==> config.mk <==
export PLATFORM = sky130hd
export DESIGN_NAME = fifo_rd_stream
export DESIGN_NICKNAME = d
export VERILOG_FILES = /design/src/rtl/fifo_pkg.sv /design/src/rtl/stream_skid_buf.sv /design/src/rtl/fifo_rd_stream.sv
export SDC_FILE = /design/constraint.sdc
export NUM_CORES = 1
export LEC_CHECK = 0
export BUFFER_PORTS_ARGS = -buffer_cell sky130_fd_sc_hd__buf_2
export CAP_MARGIN = 20
export CORE_MARGIN = 5
export CORE_UTILIZATION = 54
export DETAILED_ROUTE_END_ITERATION = 10
export GPL_TIMING_DRIVEN = 0
export PLACE_DENSITY = 0.82
export SLEW_MARGIN = 25
export SYNTH_ARGS = -nofsm -noshare
export SYNTH_HDL_FRONTEND = slang
export SYNTH_HIERARCHICAL = 1
export SYNTH_SLANG_ARGS = --single-unit
==> constraint.sdc <==
create_clock -name rd_clk -period 2.96 [get_ports rd_clk]
set_clock_uncertainty 0.05 [all_clocks]
set_input_delay 0.592 -clock rd_clk [delete_from_list [all_inputs] [get_ports rd_clk]]
set_output_delay 0.592 -clock rd_clk [all_outputs]
set_load 0.01 [all_outputs]
==> src/rtl/fifo_pkg.sv <==
// fifo_pkg
// Shared definitions for the FIFO read-stream block:
//   - BUF_DEPTH : depth of the output buffer; also the cap on words that
//                 may be read from the FIFO but not yet delivered downstream
//   - BUF_PTR_W : pointer width for the output buffer
//   - BUF_CNT_W : counter width able to hold 0..BUF_DEPTH
//   - rd_state_e: burst controller state encoding
//   - cnt_step  : up/down step shared by the credit counter and the buffer
//                 occupancy counter
package fifo_pkg;

  localparam int BUF_DEPTH = 4;
  localparam int BUF_PTR_W = $clog2(BUF_DEPTH);
  localparam int BUF_CNT_W = $clog2(BUF_DEPTH + 1);

  typedef enum logic [1:0] {
    ST_IDLE  = 2'd0,
    ST_RUN   = 2'd1,
    ST_FLUSH = 2'd2,
    ST_DONE  = 2'd3
  } rd_state_e;

  // Simultaneous increment and decrement cancel out.
  function automatic logic [BUF_CNT_W-1:0] cnt_step(
    input logic [BUF_CNT_W-1:0] cur,
    input logic                 inc,
    input logic                 dec
  );
    logic [BUF_CNT_W-1:0] nxt;
    nxt = cur;
    case ({inc, dec})
      2'b10:   nxt = cur + BUF_CNT_W'(1);
      2'b01:   nxt = cur - BUF_CNT_W'(1);
      default: nxt = cur;
    endcase
    return nxt;
  endfunction

endpackage

==> src/rtl/stream_skid_buf.sv <==
// stream_skid_buf
// Small circular buffer between the FIFO read pipeline and the output
// stream. Each entry carries the data word plus its last flag. The head
// entry is presented combinationally, so it stays stable until popped.
// Ports:
//   clk, rst   : clock, asynchronous active-high reset
//   push       : write push_data (ignored when full)
//   push_data  : WIDTH-bit entry to store
//   pop        : consume the head entry (ignored when empty)
//   out_valid  : buffer holds at least one entry
//   out_data   : head entry, zero while empty
//   count      : current occupancy 0..BUF_DEPTH
module stream_skid_buf
  import fifo_pkg::*;
#(
  parameter int WIDTH = 17
) (
  input  logic                 clk,
  input  logic                 rst,
  input  logic                 push,
  input  logic [WIDTH-1:0]     push_data,
  input  logic                 pop,
  output logic                 out_valid,
  output logic [WIDTH-1:0]     out_data,
  output logic [BUF_CNT_W-1:0] count
);

  logic [WIDTH-1:0]     mem_q [BUF_DEPTH];
  logic [WIDTH-1:0]     mem_d [BUF_DEPTH];
  logic [BUF_PTR_W-1:0] wr_ptr_q, wr_ptr_d;
  logic [BUF_PTR_W-1:0] rd_ptr_q, rd_ptr_d;
  logic [BUF_CNT_W-1:0] count_q, count_d;
  logic                 do_push;
  logic                 do_pop;

  // The controller's credit limit keeps push off a full buffer; the guard
  // here only protects the contents should that ever be violated.
  assign do_pop  = pop && (count_q != '0);
  assign do_push = push && (count_q != BUF_CNT_W'(BUF_DEPTH));

  always_comb begin
    mem_d    = mem_q;
    wr_ptr_d = wr_ptr_q;
    rd_ptr_d = rd_ptr_q;
    if (do_push) begin
      mem_d[wr_ptr_q] = push_data;
      wr_ptr_d        = wr_ptr_q + BUF_PTR_W'(1);
    end
    if (do_pop) begin
      rd_ptr_d = rd_ptr_q + BUF_PTR_W'(1);
    end
    count_d = cnt_step(count_q, do_push, do_pop);
  end

  always_ff @(posedge clk or posedge rst) begin
    if (rst) begin
      for (int i = 0; i < BUF_DEPTH; i++) begin
        mem_q[i] <= '0;
      end
      wr_ptr_q <= '0;
      rd_ptr_q <= '0;
      count_q  <= '0;
    end else begin
      mem_q    <= mem_d;
      wr_ptr_q <= wr_ptr_d;
      rd_ptr_q <= rd_ptr_d;
      count_q  <= count_d;
    end
  end

  assign out_valid = (count_q != '0);
  assign out_data  = out_valid ? mem_q[rd_ptr_q] : '0;
  assign count     = count_q;

endmodule

==> src/rtl/fifo_rd_stream.sv <==
// fifo_rd_stream
// Reads a burst of burst_len words from a synchronous FIFO with a fixed
// read latency and forwards them as a valid/ready stream, flagging the
// final word with m_last. At most BUF_DEPTH words are ever outstanding
// (read but not yet accepted downstream), so the output buffer can never
// overflow no matter how long m_ready stays low.
// Parameters:
//   DATA_WIDTH : FIFO read-data and stream width
//   RD_LAT     : FIFO read latency in cycles; only 1 or 2 are legal
//   LEN_WIDTH  : burst length width
// Ports:
//   rd_clk, rd_rst          : clock, asynchronous active-high reset
//   start, burst_len        : burst request pulse and its length (IDLE only)
//   busy, done              : burst in progress, one-cycle completion pulse
//   fifo_rd_en, fifo_empty,
//   fifo_rd_data            : FIFO read side
//   m_data, m_valid,
//   m_ready, m_last         : output stream
module fifo_rd_stream
  import fifo_pkg::*;
#(
  parameter int DATA_WIDTH = 16,
  parameter int RD_LAT     = 1,
  parameter int LEN_WIDTH  = 16
) (
  input  logic                  rd_clk,
  input  logic                  rd_rst,
  input  logic                  start,
  input  logic [LEN_WIDTH-1:0]  burst_len,
  output logic                  busy,
  output logic                  done,
  output logic                  fifo_rd_en,
  input  logic                  fifo_empty,
  input  logic [DATA_WIDTH-1:0] fifo_rd_data,
  output logic [DATA_WIDTH-1:0] m_data,
  output logic                  m_valid,
  input  logic                  m_ready,
  output logic                  m_last
);

  rd_state_e             state_q, state_d;
  logic [LEN_WIDTH-1:0]  len_q, len_d;
  logic [LEN_WIDTH-1:0]  issued_q, issued_d;
  logic [BUF_CNT_W-1:0]  credits_q, credits_d;
  logic [RD_LAT-1:0]     vld_sr_q, vld_sr_d;
  logic [RD_LAT-1:0]     last_sr_q, last_sr_d;
  logic                  busy_q;
  logic                  done_q;

  logic                  pop;
  logic                  issue_last;
  logic                  cap_valid;
  logic                  cap_last;
  logic                  drained;
  logic [BUF_CNT_W-1:0]  buf_count;
  logic [DATA_WIDTH:0]   buf_out;

  assign fifo_rd_en = (state_q == ST_RUN) && !fifo_empty &&
                      (issued_q < len_q) &&
                      (credits_q < BUF_CNT_W'(BUF_DEPTH));

  assign pop = m_valid && m_ready;

  // The last flag is decided when the read is issued and travels with the
  // valid bit, so the buffer never has to count delivered words.
  assign issue_last = ((issued_q + LEN_WIDTH'(1)) == len_q);

  assign cap_valid = vld_sr_q[RD_LAT-1];
  assign cap_last  = last_sr_q[RD_LAT-1];

  // Looks one cycle ahead: if the only buffered word leaves this cycle the
  // burst is complete, so done follows the final handshake directly.
  assign drained = (vld_sr_q == '0) &&
                   ((buf_count == '0) ||
                    ((buf_count == BUF_CNT_W'(1)) && pop));

  always_comb begin
    vld_sr_d  = (vld_sr_q << 1) | RD_LAT'(fifo_rd_en);
    last_sr_d = (last_sr_q << 1) | RD_LAT'(fifo_rd_en && issue_last);
    credits_d = cnt_step(credits_q, fifo_rd_en, pop);
  end

  always_comb begin
    state_d  = state_q;
    len_d    = len_q;
    issued_d = issued_q;
    case (state_q)
      ST_IDLE: begin
        if (start) begin
          len_d    = burst_len;
          issued_d = '0;
          state_d  = (burst_len == '0) ? ST_DONE : ST_RUN;
        end
      end
      ST_RUN: begin
        if (fifo_rd_en) begin
          issued_d = issued_q + LEN_WIDTH'(1);
        end
        if (issued_q == len_q) begin
          state_d = ST_FLUSH;
        end
      end
      ST_FLUSH: begin
        if (drained) begin
          state_d = ST_DONE;
        end
      end
      ST_DONE: begin
        state_d = ST_IDLE;
      end
      default: begin
        state_d = ST_IDLE;
      end
    endcase
  end

  // busy and done are registered from the next state so they line up
  // exactly with the state they describe.
  always_ff @(posedge rd_clk or posedge rd_rst) begin
    if (rd_rst) begin
      state_q  <= ST_IDLE;
      len_q    <= '0;
      issued_q <= '0;
      busy_q   <= 1'b0;
      done_q   <= 1'b0;
    end else begin
      state_q  <= state_d;
      len_q    <= len_d;
      issued_q <= issued_d;
      busy_q   <= (state_d == ST_RUN) || (state_d == ST_FLUSH);
      done_q   <= (state_d == ST_DONE);
    end
  end

  always_ff @(posedge rd_clk or posedge rd_rst) begin
    if (rd_rst) begin
      credits_q <= '0;
      vld_sr_q  <= '0;
      last_sr_q <= '0;
    end else begin
      credits_q <= credits_d;
      vld_sr_q  <= vld_sr_d;
      last_sr_q <= last_sr_d;
    end
  end

  stream_skid_buf #(
    .WIDTH (DATA_WIDTH + 1)
  ) u_buf (
    .clk       (rd_clk),
    .rst       (rd_rst),
    .push      (cap_valid),
    .push_data ({cap_last, fifo_rd_data}),
    .pop       (pop),
    .out_valid (m_valid),
    .out_data  (buf_out),
    .count     (buf_count)
  );

  assign m_data = buf_out[DATA_WIDTH-1:0];
  assign m_last = buf_out[DATA_WIDTH];
  assign busy   = busy_q;
  assign done   = done_q;

endmodule

==> run summary <==
The critical path contains buffers and inverters numbering 4 combined. The aggregate routed wire length came out at 14500 um. The most numerous cell type found on the critical path is sky130_fd_sc_hd__inv_1. The post-synthesis area per instance came out at 11.6 sq um.

The CTS tree is yes. Clock tree synthesis selected as its root buffer the cell sky130_fd_sc_hd__clkbuf_16. The HPWL after detailed placement is 9760 um. The remaining global-route overflow is 0. The initial standard-cell utilization of the core is 0.546. The area of combinational cells with multiple inputs is 3090 sq um.

The filler cell count in the final layout is 786. The most frequent cell after synthesis is sky130_fd_sc_hd__dfrtp_1. The number of nets at the end of the flow came out at 685. The final weighted congestion in routability-driven placement is 0.884. The initial antenna violation count is 0. The predominant post-synthesis flop cell is sky130_fd_sc_hd__dfrtp_1. Of the total power, the share spent switching nets is 0.334. For this design the ratio of total power to cell area is 1060 nW/um^2. The post-synthesis cell count came out at 528. Among all stages on the critical path, the largest delay is contributed by sky130_fd_sc_hd__or4_4. The logic depth of the worst path, buffers included is 8. The critical path is of the register to output port type. The total count of max-transition violations in the final report came out at 0. For this run, design rule violations remaining after detail routing come to 0. The synthesized design spends more area on one cell type than any other, namely sky130_fd_sc_hd__dfrtp_1. The peak ir drop on the vdd network is 0.000827 V. The placeable core region is 11300 sq um.

The relative max-transition margin is 0.434. The total negative slack came out at 0 ps. Of the synthesized area, sequential elements account for 0.472. Clock tree synthesis inserted a total of 17 buffers. In the global route stage, overall resource usage came out at 0.220. In the synthesized netlist, the cells that appear most often are sky130_fd_sc_hd__dfrtp_1, sky130_fd_sc_hd__mux2_2, sky130_fd_sc_hd__o21ai_0. The share of power burned in combinational logic is 0.408.

The post-synthesis async set-or-reset flop share is 1.00. The area of the die came out at 13600 sq um. For this run, the number of Yosys warnings is 6. The number of H-tree levels is 4. Setup repair after global routing could not meet its margin everywhere. In this run the worst path has a maximum fanout of 5. The number of global-route vias before repair was 4683. 58 I/O pins were placed. The share of total power dissipated in the clock network is 0.256. The count of endpoints failing setup in the final report is 0. The maximum clock insertion buffer count is 2. The count of state elements after synthesis came out at 116.

The fraction of power consumed by sequential logic came out at 0.337. In the finished design, the share of the clock period the worst path needs comes to 0.967. The count of endpoints failing hold in the final timing report came to 0.

The overall power is 7.93 mW. The average detailed-routed wire length per instance is 18.7 um. By area the synthesized netlist is led by sky130_fd_sc_hd__dfrtp_1, sky130_fd_sc_hd__mux2_2, sky130_fd_sc_hd__mux4_2. The startpoint kind of the worst setup timing path is a register.

The length of the first detailed-routing pass in iterations is 5. The source-to-sink clock delay at the later pin of the worst-skew pair came out at 410 ps. Row generation in the floorplan step produced 39 rows. The internal power is 5.28 mW.

The die span in x came out at 117 um. Synthesis produced a netlist with a net count of 591. Relative to the synthesized area, the layout overhead comes to 21.4%. The min-delay analysis places its worst path in the category primary input to asynchronous set/reset pin. The leakage power of the design came out at 3.30 nW.

The area of all sequential standard cells is 2910 sq um. The synthesized netlist occupies a cell area of 6150 sq um. Input and output buffers added on the ports amount to 57. After clock tree synthesis, the clock-pin slew on the worst setup and hold paths is 50 ps.

The share of final-layout standard cells stronger than drive strength 1 came out at 0.374. The count of flip-flops with a built-in enable after synthesis came out at 0. The number of maximum-capacitance constraint violations is 0. The upper clock frequency limit came out at 0.349 GHz. The run finished with clean final reports. The instance area after placement came out at 6670 sq um.

For this design the total switching power over the nets is 2.65 mW. The pin count of the biggest net entering global routing came out at 57. The TritonCTS sink count is 116. The delay contributed by the slowest stage of the critical path came out at 520 ps. The worst setup path is captured at an output port. The number of distinct library cell variants in the gate-level netlist after synthesis is 50. The share of the synthesized area in the top cell type is 0.472. The slew at the pin closest to its max-slew limit is 847 ps. In the routed layout, each cell is associated on average with a via count of 5.90. The endpoint arrival time on the critical path came out at 2220 ps. Traced cell by cell, the critical path runs through inv_1 -> ha_1 -> or4_4 -> a211oi_2 -> nand3_2 -> buf_6 -> inv_1 -> buf_2. The kind of cell with the highest combined delay along the critical path is simple AND/OR/NAND/NOR gates. The total vias in the final route is 4582.

Data on the critical path is required at its endpoint by 2320 ps. The number of inserted diodes came out at 0. The final critical delay including setup and external delays is 2860 ps. The die boundary height is 117 um. The global-route wire length before repair is 22900 um. The initial DRC count is 419. The count of nets left with antenna violations after detail routing came out at 0. The logic depth of the worst register-to-register path is 12. The total non-filler cell area in the finished layout came out at 7470 sq um.
kinds of logic (layout without fill, tap and decap cells):
logic type	count (synthesis)	after routing	share of synthesized area
DFF	116	116	0.472
AOI/OAI and AO/OA	82	82	0.0816
xor gates and xnor gates	25	25	0.0356
and+or+nand+nor	138	138	0.121
muxes	90	90	0.196
buffers and inverters	51	156	0.0386
adders and majority gates	26	26	0.0553
what timing repair did:
action                     4_1_cts  5_1_grt
pin swaps                        5        4
setup endpoints to repair       11        7
gates cloned                     0        0
gates resized for setup          9       16
setup buffers                    8        8
hold buffers                     0        0
power by group through the flow:
stage               registers [mW]  logic, mW  clock network (mW)
finish                        2.67       3.23                2.03
global route                  2.74       3.53                2.12
CTS                           2.67       3.15                2.05
detailed placement            2.70       3.04                   0
global placement              2.62       2.88                   0
floorplan                     2.55       2.31                   0
metrics by stage:
step	hold slack [ps]	std cells	util	setup slack, ps
final	93.1	776	0.662	96.2
after global routing	100	776	0.662	-15.9
after CTS	91.3	768	0.651	25.1
after detailed placement	414	730	0.592	-491
after global placement	403	728	0.587	-485
after floorplan	384	528	-	115
sequential cells by signal (all words and copies together) (netlist names), 2 cells and up:
| register | cells |
|---|---|
| u_buf/wr_ptr_q | 2 |
| credits_q | 3 |
| u_buf/count | 3 |
| u_buf/rd_ptr_q | 2 |
| state_q | 2 |
| issued_q | 16 |
| u_buf/mem_q | 68 |
| len_q | 16 |
final cells by class:
class / count / area share
plain buffers: 21 / 0.0181
clock buffers: 19 / 0.0593
clock inverters: 11 / 0.0183
inverters: 30 / 0.0154
multi-input cells: 361 / 0.413
flip-flops and latches: 116 / 0.390
well taps: 143 / 0.0240
repair buffers: 75 / 0.0617
layout by cell type, fill, tap and decap left out, drive strengths merged, types with 3 or more instances in the layout:
master | netlist | final
and2 | 20 | 20
o41ai | 3 | 3
ha | 24 | 24
nor3b | 3 | 3
and3 | 7 | 7
nor2 | 24 | 24
a21oi | 10 | 10
o21ai | 39 | 39
nor2b | 3 | 3
nand2 | 33 | 33
mux2 | 72 | 72
clkbuf | 8 | 28
dfrtp | 116 | 116
nand3 | 15 | 15
nor4 | 7 | 7
mux4 | 17 | 17
nand2b | 6 | 6
a31oi | 7 | 7
or3 | 4 | 4
o31ai | 12 | 12
inv | 30 | 30
nor3 | 5 | 5
xnor2 | 13 | 13
xor2 | 12 | 12
nand4 | 6 | 6
bufinv | 0 | 3
clkinv | 0 | 7
buf | 13 | 87
final timing paths:
kind / startpoint / slack [ps] / endpoint
max: len_q[15]$_DFFE_PP0P_ / 100 / fifo_rd_en
min in group rd_clk: burst_len[7] / 350 / len_q[7]$_DFFE_PP0P_
min reg2reg: credits_q[0]$_DFFE_PP0P_ / 420 / credits_q[0]$_DFFE_PP0P_
max reg2reg: issued_q[11]$_DFFE_PP0P_ / 180 / credits_q[2]$_DFFE_PP0P_
max in group asynchronous: rd_rst / 2200 / issued_q[7]$_DFFE_PP0P_
min: rd_rst / 90 / u_buf/mem_q[32]$_DFFE_PP0P_
routing by layer:
layer,share of wire,global-route usage,wire [um],vias up
li1,-,-,-,2080
met3,0.064,0.0606,925,35
met4,0.021,0.0841,305,0
met5,0,0,0,-
met1,0.40,0.259,5730,2289
met2,0.52,0.385,7540,178
Note: power is estimated with default switching activity, not from simulation.
